--- src/rtl/ysyx_22041211_idu_stage.sv ---
// rtl/ysyx_22041211_idu_stage.sv - queued, registered RV32I decode stage between IFU and EXU
// Optional macro YSYX_22041211_RV32E_EN: register indices >= 16 decode as illegal.
module ysyx_22041211_idu_stage #(
   parameter int          DEPTH    = 4,
   parameter logic [31:0] PC_RESET = 32'h8000_0000
) (
   input  logic        clock,
   input  logic        reset,
   input  logic        flush,
   input  logic        in_valid,
   output logic        in_ready,
   input  logic [31:0] in_pc,
   input  logic [31:0] in_inst,
   output logic        out_valid,
   input  logic        out_ready,
   output logic [31:0] out_pc,
   output logic [31:0] out_imm,
   output logic [4:0]  out_rs1,
   output logic [4:0]  out_rs2,
   output logic [4:0]  out_rd,
   output logic        out_wd,
   output logic [3:0]  out_aluop,
   output logic [3:0]  out_alusel,
   output logic [2:0]  out_branch_type,
   output logic [1:0]  out_store_type,
   output logic [2:0]  out_load_type,
   output logic        out_jmp,
   output logic        out_jalr,
   output logic [1:0]  out_csr_flag,
   output logic [11:0] out_csr_addr,
   output logic [1:0]  out_sys,
   output logic        out_illegal
);
   localparam int AW = $clog2(DEPTH);
   localparam logic [AW:0] CNT_FULL = (AW+1)'(DEPTH);

   localparam logic [3:0] ALU_NONE = 4'd0, ALU_ADD = 4'd1, ALU_SUB = 4'd2, ALU_SLL = 4'd3,
                          ALU_SLT = 4'd4, ALU_SLTU = 4'd5, ALU_XOR = 4'd6, ALU_SRL = 4'd7,
                          ALU_SRA = 4'd8, ALU_OR = 4'd9, ALU_AND = 4'd10;
   // alusel = {operand1 select, operand2 select}: op1 1=rs1 2=pc 3=zero, op2 1=rs2 2=imm 3=four
   localparam logic [3:0] SEL_NONE = 4'b0000, SEL_R1 = 4'b0100, SEL_RR = 4'b0101,
                          SEL_RI = 4'b0110, SEL_PI = 4'b1010, SEL_P4 = 4'b1011, SEL_ZI = 4'b1110;
   localparam logic [2:0] BR_NONE = 3'd0, BR_BEQ = 3'd1, BR_BNE = 3'd2, BR_BLT = 3'd3,
                          BR_BGE = 3'd4, BR_BLTU = 3'd5, BR_BGEU = 3'd6;
   localparam logic [1:0] ST_NONE = 2'd0, ST_SB = 2'd1, ST_SH = 2'd2, ST_SW = 2'd3;
   localparam logic [2:0] LD_NONE = 3'd0, LD_LB = 3'd1, LD_LH = 3'd2, LD_LW = 3'd3,
                          LD_LBU = 3'd4, LD_LHU = 3'd5;
   localparam logic [1:0] CSR_NONE = 2'd0, CSR_RW = 2'd1, CSR_RS = 2'd2;
   localparam logic [1:0] SYS_NONE = 2'd0, SYS_ECALL = 2'd1, SYS_EBREAK = 2'd2, SYS_MRET = 2'd3;

   localparam logic [6:0] OP_R = 7'b0110011, OP_I = 7'b0010011, OP_LOAD = 7'b0000011,
                          OP_STORE = 7'b0100011, OP_BRANCH = 7'b1100011, OP_JAL = 7'b1101111,
                          OP_JALR = 7'b1100111, OP_LUI = 7'b0110111, OP_AUIPC = 7'b0010111,
                          OP_SYS = 7'b1110011;

   logic [31:0]   q_pc   [DEPTH];
   logic [31:0]   q_inst [DEPTH];
   logic [AW-1:0] wptr, rptr;
   logic [AW:0]   count;
   logic          push, pop;

   assign in_ready = (count != CNT_FULL);
   assign push     = in_valid & in_ready;
   assign pop      = (count != '0) & (~out_valid | out_ready);

   always_ff @(posedge clock) begin
      if (push) begin
         q_pc[wptr]   <= in_pc;
         q_inst[wptr] <= in_inst;
      end
   end

   always_ff @(posedge clock) begin
      if (reset || flush) begin
         wptr  <= '0;
         rptr  <= '0;
         count <= '0;
      end else begin
         if (push) wptr <= wptr + 1'b1;
         if (pop)  rptr <= rptr + 1'b1;
         if (push && !pop)      count <= count + 1'b1;
         else if (!push && pop) count <= count - 1'b1;
      end
   end

   logic [31:0] inst;
   logic [6:0]  opcode, f7;
   logic [2:0]  f3;
   logic [31:0] imm_i, imm_s, imm_b, imm_u, imm_j;

   assign inst   = q_inst[rptr];
   assign opcode = inst[6:0];
   assign f3     = inst[14:12];
   assign f7     = inst[31:25];
   assign imm_i  = {{20{inst[31]}}, inst[31:20]};
   assign imm_s  = {{20{inst[31]}}, inst[31:25], inst[11:7]};
   assign imm_b  = {{19{inst[31]}}, inst[31], inst[7], inst[30:25], inst[11:8], 1'b0};
   assign imm_u  = {inst[31:12], 12'b0};
   assign imm_j  = {{11{inst[31]}}, inst[31], inst[19:12], inst[20], inst[30:21], 1'b0};

   function automatic logic [3:0] alu_of(input logic [2:0] fn3, input logic alt);
      case (fn3)
         3'd0:    return alt ? ALU_SUB : ALU_ADD;
         3'd1:    return ALU_SLL;
         3'd2:    return ALU_SLT;
         3'd3:    return ALU_SLTU;
         3'd4:    return ALU_XOR;
         3'd5:    return alt ? ALU_SRA : ALU_SRL;
         3'd6:    return ALU_OR;
         default: return ALU_AND;
      endcase
   endfunction

   logic        d_legal, d_wd, d_jmp, d_jalr, dec_ok, rv32e_bad;
   logic [31:0] d_imm;
   logic [3:0]  d_aluop, d_alusel;
   logic [2:0]  d_br, d_ld;
   logic [1:0]  d_st, d_csr, d_sys;

   always_comb begin
      d_legal = 1'b0; d_wd = 1'b0; d_jmp = 1'b0; d_jalr = 1'b0; d_imm = '0;
      d_aluop = ALU_NONE; d_alusel = SEL_NONE; d_br = BR_NONE; d_st = ST_NONE;
      d_ld = LD_NONE; d_csr = CSR_NONE; d_sys = SYS_NONE;
      case (opcode)
         OP_R: begin
            d_wd = 1'b1; d_alusel = SEL_RR; d_aluop = alu_of(f3, f7[5]);
            d_legal = (f7 == 7'h00) || (f7 == 7'h20 && (f3 == 3'd0 || f3 == 3'd5));
         end
         OP_I: begin
            // imm[11:5] doubles as funct7 only for shifts; addi must ignore it
            d_wd = 1'b1; d_alusel = SEL_RI; d_imm = imm_i;
            d_aluop = (f3 == 3'd0) ? ALU_ADD : alu_of(f3, f7[5]);
            if (f3 == 3'd1)      d_legal = (f7 == 7'h00);
            else if (f3 == 3'd5) d_legal = (f7 == 7'h00) || (f7 == 7'h20);
            else                 d_legal = 1'b1;
         end
         OP_LOAD: begin
            d_wd = 1'b1; d_alusel = SEL_RI; d_aluop = ALU_ADD; d_imm = imm_i;
            case (f3)
               3'd0: d_ld = LD_LB;  3'd1: d_ld = LD_LH;  3'd2: d_ld = LD_LW;
               3'd4: d_ld = LD_LBU; 3'd5: d_ld = LD_LHU; default: d_ld = LD_NONE;
            endcase
            d_legal = (d_ld != LD_NONE);
         end
         OP_STORE: begin
            d_alusel = SEL_RI; d_aluop = ALU_ADD; d_imm = imm_s;
            case (f3)
               3'd0: d_st = ST_SB; 3'd1: d_st = ST_SH; 3'd2: d_st = ST_SW; default: d_st = ST_NONE;
            endcase
            d_legal = (d_st != ST_NONE);
         end
         OP_BRANCH: begin
            d_alusel = SEL_RR; d_imm = imm_b;
            case (f3)
               3'd0: d_br = BR_BEQ;  3'd1: d_br = BR_BNE;  3'd4: d_br = BR_BLT;
               3'd5: d_br = BR_BGE;  3'd6: d_br = BR_BLTU; 3'd7: d_br = BR_BGEU;
               default: d_br = BR_NONE;
            endcase
            d_legal = (d_br != BR_NONE);
         end
         OP_JAL: begin
            d_legal = 1'b1; d_wd = 1'b1; d_jmp = 1'b1;
            d_alusel = SEL_P4; d_aluop = ALU_ADD; d_imm = imm_j;
         end
         OP_JALR: begin
            d_legal = (f3 == 3'd0); d_wd = 1'b1; d_jmp = 1'b1; d_jalr = 1'b1;
            d_alusel = SEL_P4; d_aluop = ALU_ADD; d_imm = imm_i;
         end
         OP_LUI: begin
            d_legal = 1'b1; d_wd = 1'b1; d_alusel = SEL_ZI; d_aluop = ALU_ADD; d_imm = imm_u;
         end
         OP_AUIPC: begin
            d_legal = 1'b1; d_wd = 1'b1; d_alusel = SEL_PI; d_aluop = ALU_ADD; d_imm = imm_u;
         end
         OP_SYS: begin
            if (f3 == 3'd1 || f3 == 3'd2) begin
               d_legal = 1'b1; d_wd = 1'b1; d_alusel = SEL_R1;
               d_csr = (f3 == 3'd1) ? CSR_RW : CSR_RS;
            end else if (inst == 32'h0000_0073) begin
               d_legal = 1'b1; d_sys = SYS_ECALL;
            end else if (inst == 32'h0010_0073) begin
               d_legal = 1'b1; d_sys = SYS_EBREAK;
            end else if (inst == 32'h3020_0073) begin
               d_legal = 1'b1; d_sys = SYS_MRET;
            end
         end
         default: d_legal = 1'b0;
      endcase
   end

`ifdef YSYX_22041211_RV32E_EN
   logic use_rs1, use_rs2;
   always_comb begin
      use_rs1 = (opcode == OP_R) || (opcode == OP_I) || (opcode == OP_LOAD) ||
                (opcode == OP_STORE) || (opcode == OP_BRANCH) || (opcode == OP_JALR) ||
                (opcode == OP_SYS && (f3 == 3'd1 || f3 == 3'd2));
      use_rs2 = (opcode == OP_R) || (opcode == OP_STORE) || (opcode == OP_BRANCH);
   end
   assign rv32e_bad = (d_wd & inst[11]) | (use_rs1 & inst[19]) | (use_rs2 & inst[24]);
`else
   assign rv32e_bad = 1'b0;
`endif

   assign dec_ok = d_legal & ~rv32e_bad;

   always_ff @(posedge clock) begin
      if (reset) begin
         out_valid <= 1'b0; out_pc <= PC_RESET; out_imm <= '0;
         out_rs1 <= '0; out_rs2 <= '0; out_rd <= '0; out_wd <= 1'b0;
         out_aluop <= '0; out_alusel <= '0; out_branch_type <= '0;
         out_store_type <= '0; out_load_type <= '0; out_jmp <= 1'b0; out_jalr <= 1'b0;
         out_csr_flag <= '0; out_csr_addr <= '0; out_sys <= '0; out_illegal <= 1'b0;
      end else if (flush) begin
         out_valid <= 1'b0;
         out_pc    <= PC_RESET;
      end else if (pop) begin
         out_valid       <= 1'b1;
         out_pc          <= q_pc[rptr];
         out_rs1         <= inst[19:15];
         out_rs2         <= inst[24:20];
         out_csr_addr    <= inst[31:20];
         out_illegal     <= ~dec_ok;
         out_imm         <= dec_ok ? d_imm : '0;
         out_wd          <= dec_ok & d_wd;
         out_rd          <= (dec_ok & d_wd) ? inst[11:7] : 5'd0;
         out_aluop       <= dec_ok ? d_aluop : ALU_NONE;
         out_alusel      <= dec_ok ? d_alusel : SEL_NONE;
         out_branch_type <= dec_ok ? d_br : BR_NONE;
         out_store_type  <= dec_ok ? d_st : ST_NONE;
         out_load_type   <= dec_ok ? d_ld : LD_NONE;
         out_jmp         <= dec_ok & d_jmp;
         out_jalr        <= dec_ok & d_jalr;
         out_csr_flag    <= dec_ok ? d_csr : CSR_NONE;
         out_sys         <= dec_ok ? d_sys : SYS_NONE;
      end else if (out_ready) begin
         out_valid <= 1'b0;
         out_pc    <= PC_RESET;
      end
   end
endmodule

--- config.mk ---
export PLATFORM = sky130hd
export DESIGN_NAME = ysyx_22041211_idu_stage
export DESIGN_NICKNAME = d
export VERILOG_FILES = /design/src/rtl/ysyx_22041211_idu_stage.sv
export SDC_FILE = /design/constraint.sdc
export NUM_CORES = 1
export LEC_CHECK = 0
export CORE_MARGIN = 2
export CORE_UTILIZATION = 45
export DETAILED_ROUTE_END_ITERATION = 8
export PLACE_DENSITY = 0.67
export SLEW_MARGIN = 0
export SYNTH_ARGS = -nofsm -noshare
export SYNTH_HDL_FRONTEND = slang
export SYNTH_SLANG_ARGS = --single-unit
--- constraint.sdc ---
create_clock -name clock -period 3.9 [get_ports clock]
set_input_delay 0.78 -clock clock [delete_from_list [all_inputs] [get_ports clock]]
set_output_delay 0.78 -clock clock [all_outputs]
set_load 0.02 [all_outputs]
==> results.toml <==
[finish]
final_cell_mix = "edfxtp_1 (256), clkdlybuf4s50_1 (185), dfxtp_1 (118)"
final_area_um2 = 17800
stdcell_count = 1552
areaGrowthSynthToFinish_pct = 24.5
final_util_pct = 56.7
final_common_cell = "edfxtp_1"
nets = 1193
drive_above_1_share_pct = 13.9

[global_route]
grt_pass1_wl_um = 50700
antenna_found_initial = 3
grt_max_degree = 55
grt_pass1_vias = 8779
grt_overflow = 0
grtUsageTotal_pct = 19.9

[cts]
root_buffer = "clkbuf_16"
cts_sinks = 376
cts.clk_slew.worst_paths_ps = 60
cts_setup_buffers = 0
clkLatencyLatePin_ps = 520
clock_tree.buffer_depth = 3
numCtsBuffers = 40
cts.htree.levels = 2
cts.repair.resized = 0
holdBufCountCts = 0
cts_tree = "built"

[synth]
syn-cell-area_um2 = 14300
syn_inst = 934
synth-edff-count = 256
synth_warnings = 0
yosysTopAreaCell = "edfxtp_1"
async_flop_share_pct = 0
ys_seq_area_share_pct = 70.4
synth_seq_cells = 376
syn_avg_cell_area_um2 = 15.3
yosys-top-cells-area = "edfxtp_1 (54%), dfxtp_1 (17%), mux4_2 (9.9%)"
syn_nets = 1009
synth_cell_types = 53
synth_ff_type = "edfxtp_1"
synthDominantCellAreaShare_pct = 53.7

[drt]
drc = 0
ant_nets = 0
routed_wl_um = 33100
firstDrtPassIters = 5
wl_per_cell_um = 21.3
via_count = 8725
vias_per_cell = 5.62
drt_iter0_drc = 714

[sta]
clock_skew_ps = 10.3
fin_tns_setup_ps = 0
finalHoldViolCount = 0
rsz0062_at_grt = "no"
slew_violations = 0
setup_viol = 0
period_share_pct = 80.1
relSlewSlack_pct = 19.4
timing.fmax_mhz = 320
min_period_ps = 3130
tightest_slew_ps = 1210

[critical_path]
worst_path_largest_cell_delay_ps = 660
worst_path_most_repeated_cell = "or2_4"
critPathMaxFanout = 48
crit_buf_inv = 0
worstPathCellList = "mux4_2 -> or2_4 -> or4_4 -> nor3_2 -> a31o_2 -> or2_4 -> a32o_1"
cp-end-kind = "flip-flop"
crit_family = "simple AND/OR/NAND/NOR gates"
critical_path_class = "reg2reg"
slowest_stage = "mux4_2"
worst_setup_path_start_kind = "flip-flop"
required_ps = 4350
cp.arrival_ps = 3570

[power]
p_leak_nw = 5.95
ir_drop_mv = 0.447
power_density_nw_per_um2 = 625
finalPower_mw = 11.2

[place]
port_buffers = 185
dpl.cell_count = 1478
hpwl_um = 21100
place_congestion = 0.873
placed_cell_area_um2 = 16600

[job]
max_cap_viol_count = 0

[outcome]
status = "finished, final reports clean"

[die]
die_area_um2 = 33300
chipWidth_um = 182
die_h_um = 182
core_um2 = 31500
fp-row-count = 65
start_util_pct = 45.5
io_pins = 186

[hold_path]
worstHoldPathType = "reg2reg"
layer usage:
layer	vias up	global-route usage, %	routed length [um]
li1	4000	-	-
met1	4305	25.8	13800
met2	360	33.9	16100
met3	58	4.67	2580
met4	2	5.29	639
met5	-	0	12
kinds of logic (layout without fill, tap and decap cells):
group | after synthesis | after routing | synth area share (%)
multiplexers | 66 | 66 | 10.1
buffers and inverters | 77 | 291 | 2.59
adder cells (fa/ha/maj) | 6 | 6 | 0.576
flip-flops | 376 | 376 | 70.4
AO/OA/AOI/OAI | 162 | 162 | 7.88
AND/OR/NAND/NOR | 240 | 240 | 7.94
other | 0 | 2 | 0
XOR/XNOR | 7 | 7 | 0.480
tightest hold or removal path: stages, from the launching register on:
cell and delay [ps]:
dfxtp_1 310, nand2_1 50, a21oi_1 50
registers in the layout (all words and copies together) (netlist names), 5 cells and up, named ones only:
register      cells
q_pc            128
out_pc           32
q_inst          128
out_rd            5
out_csr_addr      8
out_imm          32
out_rs1           5
where the power goes:
group / total, mW / internal [mW] / switching (mW)
logic: 2.83 / 1.14 / 1.69
registers: 4.85 / 4.65 / 0.199
clock network: 3.48 / 2.05 / 1.44
layout make-up:
class | count | area, um2
diodes | 2 | 5.00
clock buffers | 66 | 1170
clock inverters | 6 | 35.0
fillers | 2481 | 13600
inverters | 9 | 33.8
multi-input cells | 481 | 3910
flip-flops and latches | 376 | 10100
well taps | 402 | 503
repair buffers | 210 | 2090
cells in the mapped netlist, types with 11 or more instances:
| master | instances |
|---|---|
| edfxtp_1 | 256 |
| dfxtp_1 | 120 |
| nand2_1 | 106 |
| a21oi_1 | 64 |
| mux4_2 | 63 |
| clkbuf_1 | 38 |
| nand3_1 | 37 |
| a32o_1 | 32 |
| nor2_1 | 29 |
| a22o_1 | 21 |
| and3_1 | 18 |
| o21ai_0 | 15 |
| a21o_1 | 12 |
| buf_2 | 11 |
| nor4_1 | 11 |
metrics by stage:
step | hold slack, ps | setup WS, ps
final | 455 | 774
after CTS | 460 | 777
after global placement | 440 | 730
after detailed placement | 452 | 699
after global routing | 477 | 589
after floorplan | 471 | 1030
worst paths after layout:
kind,start,slack [ps],endpoint,cells past startpoint
setup / recovery,flip-flop,770,out_imm[16],7
hold / removal,out_store_type[1],450,out_store_type[1],2
setup reg to reg,flip-flop,770,out_imm[16],7
hold reg to reg,out_store_type[1],450,out_store_type[1],2
Power figures use the tool's default switching activity.
